$ cat config.mk
export PLATFORM = sky130hd
export DESIGN_NAME = sdram_draw_wr_port_flat
export DESIGN_NICKNAME = d
export VERILOG_FILES = /design/src/rtl/sdram_draw_wr_port_if.sv /design/src/rtl/sdram_draw_wr_port.sv /design/src/flat_wrapper.sv
export SDC_FILE = /design/constraint.sdc
export NUM_CORES = 1
export LEC_CHECK = 0
export CORE_MARGIN = 4
export CORE_UTILIZATION = 31
export DETAILED_ROUTE_END_ITERATION = 16
export PLACE_DENSITY = 0.52
export SLEW_MARGIN = 20
export SYNTH_ARGS = -nofsm -noshare
export SYNTH_HDL_FRONTEND = slang
export SYNTH_SLANG_ARGS = --single-unit
$ cat constraint.sdc
create_clock -name clk -period 16.63 [get_ports clk]
set_input_delay 2.4945 -clock clk [delete_from_list [all_inputs] [get_ports clk]]
set_output_delay 2.4945 -clock clk [all_outputs]
set_load 0.02 [all_outputs]
$ cat src/rtl/sdram_draw_wr_port_if.sv
// Bundle for the drawing-client write port: client request/accept side,
// the 128-bit Avalon-MM write master toward the SDRAM controller, and the display handshake.
interface sdram_draw_wr_port_if #(
    parameter int ADDR_W = 22,
    parameter int DATA_W = 128
);
    logic                  sdram_wr;
    logic [ADDR_W-1:0]     sdram_addr;
    logic [DATA_W-1:0]     sdram_data;
    logic [DATA_W/8-1:0]   sdram_be;
    logic                  sdram_ac;
    logic                  sdram_wait;
    logic [ADDR_W-1:0]     avm_address;
    logic [DATA_W-1:0]     avm_writedata;
    logic [DATA_W/8-1:0]   avm_byteenable;
    logic                  avm_write;
    logic                  avm_waitrequest;
    logic                  disp_req;
    logic                  disp_grant;
    logic                  wr_idle;

    modport slave (
        input  sdram_wr, sdram_addr, sdram_data, sdram_be, avm_waitrequest, disp_req,
        output sdram_ac, sdram_wait, avm_address, avm_writedata, avm_byteenable,
               avm_write, disp_grant, wr_idle
    );

    modport master (
        output sdram_wr, sdram_addr, sdram_data, sdram_be, avm_waitrequest, disp_req,
        input  sdram_ac, sdram_wait, avm_address, avm_writedata, avm_byteenable,
               avm_write, disp_grant, wr_idle
    );
endinterface

$ cat src/rtl/sdram_draw_wr_port.sv
// Drawing-client SDRAM write port: buffers client writes in a FIFO and drains them to the
// Avalon-MM write master, yielding to the display fetcher. Optional macro: SKIP_NULL_BE_EN.
module sdram_draw_wr_port #(
    parameter int ADDR_W     = 22,
    parameter int DATA_W     = 128,
    parameter int FIFO_DEPTH = 4
) (
    input  logic               clk,
    input  logic               reset,
    sdram_draw_wr_port_if.slave bus
);
    localparam int BE_W  = DATA_W / 8;
    localparam int PTR_W = $clog2(FIFO_DEPTH);
    localparam int CNT_W = PTR_W + 1;
    localparam int ENT_W = ADDR_W + DATA_W + BE_W;

    typedef enum logic [1:0] {
        M_IDLE  = 2'd0,
        M_WRITE = 2'd1,
        M_GRANT = 2'd2
    } state_t;

    logic [ENT_W-1:0]  fifo_mem_r [FIFO_DEPTH];
    logic [PTR_W-1:0]  wr_ptr_r;
    logic [PTR_W-1:0]  rd_ptr_r;
    logic [CNT_W-1:0]  count_r;
    logic              sdram_ac_r;
    state_t            state_r;
    state_t            next_state_s;
    logic              avm_write_r;
    logic              disp_grant_r;
    logic [ADDR_W-1:0] avm_address_r;
    logic [DATA_W-1:0] avm_writedata_r;
    logic [BE_W-1:0]   avm_byteenable_r;

    logic              full_s;
    logic              empty_s;
    logic              accept_s;
    logic              push_s;
    logic              pop_s;
    logic              load_s;
    logic [PTR_W-1:0]  load_ptr_s;

    assign full_s  = (count_r == CNT_W'(FIFO_DEPTH));
    assign empty_s = (count_r == {CNT_W{1'b0}});

    // Accept decision; the cycle after an accept is blanked so the client can drop its request.
    always_comb begin
        accept_s = bus.sdram_wr & ~full_s & ~sdram_ac_r;
`ifdef SKIP_NULL_BE_EN
        push_s   = accept_s & (bus.sdram_be != {BE_W{1'b0}});
`else
        push_s   = accept_s;
`endif
    end

    // Write-buffer storage; contents need no reset because the pointers guard validity.
    always_ff @(posedge clk) begin
        if (push_s) begin
            fifo_mem_r[wr_ptr_r] <= {bus.sdram_addr, bus.sdram_data, bus.sdram_be};
        end
    end

    // Buffer pointers, occupancy and the accept pulse.
    always_ff @(posedge clk) begin
        if (!reset) begin
            wr_ptr_r   <= {PTR_W{1'b0}};
            rd_ptr_r   <= {PTR_W{1'b0}};
            count_r    <= {CNT_W{1'b0}};
            sdram_ac_r <= 1'b0;
        end else begin
            sdram_ac_r <= accept_s;
            if (push_s) begin
                wr_ptr_r <= wr_ptr_r + PTR_W'(1);
            end
            if (pop_s) begin
                rd_ptr_r <= rd_ptr_r + PTR_W'(1);
            end
            case ({push_s, pop_s})
                2'b10:   count_r <= count_r + CNT_W'(1);
                2'b01:   count_r <= count_r - CNT_W'(1);
                default: count_r <= count_r;
            endcase
        end
    end

    // Master next-state logic; a beat in progress is never cut short by the display request.
    always_comb begin
        next_state_s = state_r;
        pop_s        = 1'b0;
        load_s       = 1'b0;
        load_ptr_s   = rd_ptr_r;
        case (state_r)
            M_IDLE: begin
                if (bus.disp_req) begin
                    next_state_s = M_GRANT;
                end else if (!empty_s) begin
                    load_s       = 1'b1;
                    next_state_s = M_WRITE;
                end else begin
                    next_state_s = M_IDLE;
                end
            end
            M_WRITE: begin
                if (!bus.avm_waitrequest) begin
                    pop_s = 1'b1;
                    if (bus.disp_req) begin
                        next_state_s = M_GRANT;
                    end else if (count_r > CNT_W'(1)) begin
                        // The entry behind the head is already committed, so chain without a bubble.
                        load_s       = 1'b1;
                        load_ptr_s   = rd_ptr_r + PTR_W'(1);
                        next_state_s = M_WRITE;
                    end else begin
                        next_state_s = M_IDLE;
                    end
                end else begin
                    next_state_s = M_WRITE;
                end
            end
            M_GRANT: begin
                if (!bus.disp_req) begin
                    next_state_s = M_IDLE;
                end else begin
                    next_state_s = M_GRANT;
                end
            end
            default: begin
                next_state_s = M_IDLE;
            end
        endcase
    end

    // State register and registered master/grant outputs.
    always_ff @(posedge clk) begin
        if (!reset) begin
            state_r          <= M_IDLE;
            avm_write_r      <= 1'b0;
            disp_grant_r     <= 1'b0;
            avm_address_r    <= {ADDR_W{1'b0}};
            avm_writedata_r  <= {DATA_W{1'b0}};
            avm_byteenable_r <= {BE_W{1'b0}};
        end else begin
            state_r      <= next_state_s;
            avm_write_r  <= (next_state_s == M_WRITE);
            disp_grant_r <= (next_state_s == M_GRANT);
            if (load_s) begin
                {avm_address_r, avm_writedata_r, avm_byteenable_r} <= fifo_mem_r[load_ptr_s];
            end
        end
    end

    assign bus.sdram_ac       = sdram_ac_r;
    assign bus.sdram_wait     = bus.disp_req | (count_r >= CNT_W'(FIFO_DEPTH - 1)) | ~reset;
    assign bus.avm_address    = avm_address_r;
    assign bus.avm_writedata  = avm_writedata_r;
    assign bus.avm_byteenable = avm_byteenable_r;
    assign bus.avm_write      = avm_write_r;
    assign bus.disp_grant     = disp_grant_r;
    assign bus.wr_idle        = ~reset | (empty_s & ((state_r == M_IDLE) | (state_r == M_GRANT)));

endmodule

$ cat src/flat_wrapper.sv
// flat-port wrapper written by rule: the top's interface ports become plain ports
module sdram_draw_wr_port_flat 
#(
    parameter int ADDR_W     = 22,
    parameter int DATA_W     = 128,
    parameter int FIFO_DEPTH = 4
)
  (clk, reset, bus_sdram_wr, bus_sdram_addr, bus_sdram_data, bus_sdram_be, bus_avm_waitrequest, bus_disp_req, bus_sdram_ac, bus_sdram_wait, bus_avm_address, bus_avm_writedata, bus_avm_byteenable, bus_avm_write, bus_disp_grant, bus_wr_idle);
  sdram_draw_wr_port_if #(.ADDR_W(ADDR_W), .DATA_W(DATA_W)) bus_i ();
  input  logic clk;
  input  logic reset;
  input wire logic [$bits(bus_i.sdram_wr)-1:0] bus_sdram_wr;
  input wire logic [$bits(bus_i.sdram_addr)-1:0] bus_sdram_addr;
  input wire logic [$bits(bus_i.sdram_data)-1:0] bus_sdram_data;
  input wire logic [$bits(bus_i.sdram_be)-1:0] bus_sdram_be;
  input wire logic [$bits(bus_i.avm_waitrequest)-1:0] bus_avm_waitrequest;
  input wire logic [$bits(bus_i.disp_req)-1:0] bus_disp_req;
  output wire logic [$bits(bus_i.sdram_ac)-1:0] bus_sdram_ac;
  output wire logic [$bits(bus_i.sdram_wait)-1:0] bus_sdram_wait;
  output wire logic [$bits(bus_i.avm_address)-1:0] bus_avm_address;
  output wire logic [$bits(bus_i.avm_writedata)-1:0] bus_avm_writedata;
  output wire logic [$bits(bus_i.avm_byteenable)-1:0] bus_avm_byteenable;
  output wire logic [$bits(bus_i.avm_write)-1:0] bus_avm_write;
  output wire logic [$bits(bus_i.disp_grant)-1:0] bus_disp_grant;
  output wire logic [$bits(bus_i.wr_idle)-1:0] bus_wr_idle;
  assign bus_i.sdram_wr = bus_sdram_wr;
  assign bus_i.sdram_addr = bus_sdram_addr;
  assign bus_i.sdram_data = bus_sdram_data;
  assign bus_i.sdram_be = bus_sdram_be;
  assign bus_i.avm_waitrequest = bus_avm_waitrequest;
  assign bus_i.disp_req = bus_disp_req;
  assign bus_sdram_ac = bus_i.sdram_ac;
  assign bus_sdram_wait = bus_i.sdram_wait;
  assign bus_avm_address = bus_i.avm_address;
  assign bus_avm_writedata = bus_i.avm_writedata;
  assign bus_avm_byteenable = bus_i.avm_byteenable;
  assign bus_avm_write = bus_i.avm_write;
  assign bus_disp_grant = bus_i.disp_grant;
  assign bus_wr_idle = bus_i.wr_idle;
  sdram_draw_wr_port #(.ADDR_W(ADDR_W), .DATA_W(DATA_W), .FIFO_DEPTH(FIFO_DEPTH)) u_core (.clk(clk), .reset(reset), .bus(bus_i));
endmodule
Yosys cells after proc, flatten, opt, wreduce, memory -nomap -nowiden
Memory sizes are Yosys's and may differ from the RTL's. A register that Yosys moved wholly into a read port is not among the register bits.
Index checks and enable logic that the tools add are counted.
{ "classes": {"addsub": 4, "magnitude_cmp": 2, "n_eq_ne": 7, "muxes": 22, "bitwise": 10, "reduce_logical": 4} }
{ "op_table": {"columns": ["operator", "count"], "rows": [
  ["2-bit two-way mux", 8],
  ["1-bit two-way mux", 11],
  ["2-bit by 1-bit equality test with 1-bit output (second input constant)", 3],
  ["2-bit equality test (second input constant)", 3],
  ["2-bit case mux with 3 select lines", 1],
  ["3-bit case mux with 2 select lines", 1],
  ["2-bit by 1-bit adder with 2-bit output (second input constant)", 2],
  ["1-bit OR", 4],
  ["3-bit by 1-bit adder with 3-bit output (second input constant)", 1],
  ["1-bit AND", 3],
  ["3-bit equality test (second input constant)", 1],
  ["3-bit by 2-bit greater-or-equal comparator with 1-bit output (second input constant)", 1],
  ["3-bit by 1-bit > comparator with 1-bit output (second input constant)", 1],
  ["3-bit logical NOT", 1],
  ["1-bit inverter", 3],
  ["3-bit by 1-bit subtractor with 3-bit output (second input constant)", 1],
  ["2-bit logical NOT", 1],
  ["1-bit case mux with 2 select lines", 1],
  ["2-bit nonzero test", 1],
  ["1-bit logical NOT", 1]
]} }
{ "totals": {"regBits": 12, "ram_bits": 664, "input_bits": 171, "output_inout_bits": 171, "word_cells": 57, "mem_count": 1} }
{ "mem_list": {"columns": ["name", "depth", "word_bits", "rd", "rd_clocked_by_memory_dff", "wr", "line", "rtl"], "rows": [
  ["u_core.fifo_mem_r", 4, 166, 1, 1, 1, "sdram_draw_wr_port.sv:23", "logic [ENT_W-1:0] fifo_mem_r [FIFO_DEPTH];"]
]} }

Logic depth before layout (Yosys ltp)
{ "logic_depth": {"ltp_word": 6, "depth_mapped": 9} }

Least setup slack after synthesis
Ideal clock, no wire load.
{ "synth_path": {"path_kind": "input to register", "start": "in bus_sdram_wr", "end": "mem u_core.fifo_mem_r[0][0] (netlist bit) (enable)", "setup_ps": 546, "arrival_ps": 6972, "required_ps": 16084, "path_slack_ps": 9112, "path_stages": 3, "cell_sequence": "inv_1 a211oi_1 and2_1"} }
{ "synth_between": {"elab_chain_cells": 4} }
{ "synth_lines": {"columns": ["element", "line", "rtl"], "rows": [
  ["from (decl)", "flat_wrapper.sv:12", "input wire logic [$bits(bus_i.sdram_wr)-1:0] bus_sdram_wr;"],
  ["1-bit AND (2 in series)", "sdram_draw_wr_port.sv:49", "accept_s = bus.sdram_wr & ~full_s & ~sdram_ac_r;"],
  ["1-bit two-way mux", "sdram_draw_wr_port.sv:59", "if (push_s) begin"],
  ["1-bit two-way mux (implied by the code)", "sdram_draw_wr_port.sv:60", "fifo_mem_r[wr_ptr_r] <= {bus.sdram_addr, bus.sdram_data, bus.sdram_be};"],
  ["to (decl)", "sdram_draw_wr_port.sv:23", null]
]} }
No other way between the ends.

Worst setup path in the final report
{ "layout_path": {"start": "in reset", "end": "out bus_sdram_wait"} }
{ "layout_between": {"elab_chain_cells": 2} }
{ "layout_lines": {"columns": ["element", "line", "rtl"], "rows": [
  ["from (decl)", "flat_wrapper.sv:11", "input logic reset;"],
  ["1-bit inverter", "sdram_draw_wr_port.sv:154", "assign bus.sdram_wait = bus.disp_req | (count_r >= CNT_W'(FIFO_DEPTH - 1)) | ~reset;"],
  ["1-bit OR", "sdram_draw_wr_port.sv:154", null],
  ["to (decl)", "flat_wrapper.sv:19", "output wire logic [$bits(bus_i.sdram_wait)-1:0] bus_sdram_wait;"]
]} }
No other way between the ends.

==> flow_summary_export.csv <==
group,metric,value,unit
run_status,status,"completed",
yosys,synth_area_leader_cell,"edfxtp_1",
clock_network,cts_buffers,99,
yosys,ys_ff_latch,842,
finish,final_nets,3238,
timing,skew,15.6,ps
yosys,syn-num-nets,2994,
placed_design,numPortBuffers,341,
min_path,worst_hold_path_type,"reg2reg",
clock_network,cts.clk_slew.worst_paths,60,ps
worst_setup_path,critPathRequiredTime,14140,ps
placed_design,post-dp-hpwl,56700,microns
detailed_routing,first_pass_iters,6,
power,total_power,5.05,mW
timing,grt_setup_unrepaired,"false",
timing,tightest_slew,1090,ps
grt,grt.overflow.total,0,
detailed_routing,drcViolationCount,0,
die,die_w,352,microns
clock_network,htreeDepth,3,
placed_design,place_congestion,0.701,
detailed_routing,vias,24700,
worst_setup_path,cp-end-kind,"output port",
yosys,synth_area_leaders,"edfxtp_1 (54%), dfxtp_1 (9.7%), mux2i_1 (9.0%)",
placed_design,post_dp_cell_area,41400,sq um
die,ios,342,
power,p_leak,12.8,nW
yosys,yosysUniqueCellTypes,39,
timing,finalHoldViolations,0,
power,powerDensity,113,nW/um^2
worst_setup_path,crit_arrival,4370,ps
detailed_routing,routed_wl,107000,microns
clock_network,hold_buffers,0,
die,design.die.area,124000,sq um
grt,grt_max_degree,120,
timing,period_minus_slack,6860,ps
yosys,ys_warn_count,0,
detailed_routing,drtIter0Drc,1300,
die,rows,125,
die,core_area,117000,sq um
yosys,synth_flop_cell,"edfxtp_1",
yosys,yosysSeqAreaShare,64.1,%
worst_setup_path,worstPathMaxFanout,15,
clock_network,ctsResizeCount,0,
finish,postLayoutCellArea,44600,sq um
timing,finalCritPeriodShare,41.3,%
job,cap_violations,0,
timing,finalSetupViolCount,0,
yosys,async_flop_share,0,%
clock_network,cts_sinks,842,
grt,antenna_found_initial,22,
yosys,synth_edf_count,664,
yosys,synth_top_area_share,54.4,%
yosys,avgSynthCellArea,13.0,sq um
grt,grt_pass1_vias,25400,
grt,grt_pass1_wl,159000,microns
power,ir_drop,0.0721,mV
timing,relSlewSlack,27.6,%
clock_network,root_buffer,"clkbuf_16",
die,start_util,31.4,%
finish,syn_to_final_growth,21.7,%
detailed_routing,ant_nets,0,
detailed_routing,post_drt_wl_per_cell,23.0,microns
clock_network,cts_tree,"yes",
timing,drv_slew,0,
worst_setup_path,crit_type,"in2out",
yosys,syn_area,36700,sq um
clock_network,clock_path_buffers,3,
finish,drive_gt1_share,6.14,%
worst_setup_path,cp-start-kind,"input port",
clock_network,insertion_delay,660,ps
grt,grt_use_total,16.8,%
timing,fmax,146,MHz
detailed_routing,viasPerCell,5.28,
clock_network,cts_setup_buffers,0,
timing,setup_slack,9770,ps
yosys,syn_inst,2813,
placed_design,dp_slack,9720,ps
timing,setup_tns,0,ps
die,die_h,352,microns
-- worst max-delay path: stages --
cell and delay [ps]:
clkdlybuf4s50_1 770, nand2b_1 270, nor3_1 190, o21ai_0 110, clkdlybuf4s50_1 540
-- state kept, by name, indices dropped and copies added, names as in the netlist --
register	cells
u_core.bus.avm_address	22
u_core.bus.avm_byteenable	16
u_core.bus.avm_write	1
u_core.bus.avm_writedata	128
u_core.bus.disp_grant	1
u_core.bus.sdram_ac	1
u_core.count_r	3
u_core.fifo_mem_r	664
u_core.rd_ptr_r	2
u_core.state_r	2
u_core.wr_ptr_r	2
-- worst paths after layout --
check	from	depth (start not counted)	slack (ps)	endpoint
setup / recovery	reset	5	9770	bus_sdram_wait
hold / removal	u_core.bus.avm_writedata[66]	2	460	u_core.bus.avm_writedata[66]
setup reg to reg	u_core.rd_ptr_r[0]	7	12480	u_core.bus.avm_writedata[53]
hold reg to reg	u_core.bus.avm_writedata[66]	2	460	u_core.bus.avm_writedata[66]
-- cells in the final DEF (no fill, tap or decap), drive strengths merged, types with 3 or more instances in the layout --
cell type,synthesis,final
edfxtp,664,664
dfxtp,178,178
o32ai,166,166
clkdlybuf4s50,0,341
a32oi,165,165
clkbuf,147,148
and2,11,11
nor2b,4,4
bufinv,0,7
ha,10,10
clkinvlp,0,5
inv,174,180
nor3,331,331
a211oi,3,3
nand2b,167,167
buf,94,43
xnor2,5,5
diode,0,10
nand2,169,169
o21ai,5,5
a2bb2oi,165,165
clkinv,1,20
mux2i,331,331
-- logic make-up after synthesis --
group / share of synthesized area (%)
and+or+nand+nor: 9.55
xor gates and xnor gates: 0.119
buffers and inverters: 4.57
adders and majority gates: 0.341
AOI/OAI and AO/OA: 12.2
muxes: 9.10
DFF: 64.1
-- through the flow --
step / hold WS, ps / utilization (%) / std cells
after detailed placement: 447 / 35.4 / 4479
after floorplan: 528 / - / 2813
final: 457 / 38.2 / 4675
after CTS: 457 / 38.2 / 4664
after global routing: 468 / 38.2 / 4670
after global placement: 446 / 35.4 / 4479
-- cells in the mapped netlist (all sizes together), types with 2 or more instances --
cell     count
a211oi       3
a21boi       2
a21oi        2
a2bb2oi    165
a32oi      165
and2        11
and3         2
buf         94
clkbuf     147
dfxtp      178
edfxtp     664
ha          10
inv        174
mux2         2
mux2i      331
nand2      169
nand2b     167
nor2b        4
nor3       331
nor4b        2
o21ai        5
o22a         2
o32ai      166
xnor2        5
-- report_power, final --
group	internal [mW]	switching [mW]	total (mW)
clock	1.26	0.844	2.10
combinational	0.206	0.285	0.491
sequential	2.40	0.0630	2.46
-- layer usage --
layer / up-vias / part of all wire [%] / global-route usage [%]
met1: 12500 / 42 / 20.3
met2: 592 / 49 / 29.3
li1: 11400 / - / -
met3: 186 / 5.4 / 3.82
met5: - / 0.13 / 0
met4: 22 / 2.8 / 5.76
-- final cells by class --
cell class / count / area (sq um)
Tap cell: 1524 / 1910
Clock buffer: 148 / 2760
Clock inverter: 37 / 397
Multi-Input combinational cell: 1555 / 11600
Inverter: 175 / 657
Sequential cell: 842 / 23500
Fill cell: 11100 / 72200
Timing Repair Buffer: 384 / 3810
Antenna cell: 10 / 25.0
(Power assumes the default switching activity.)
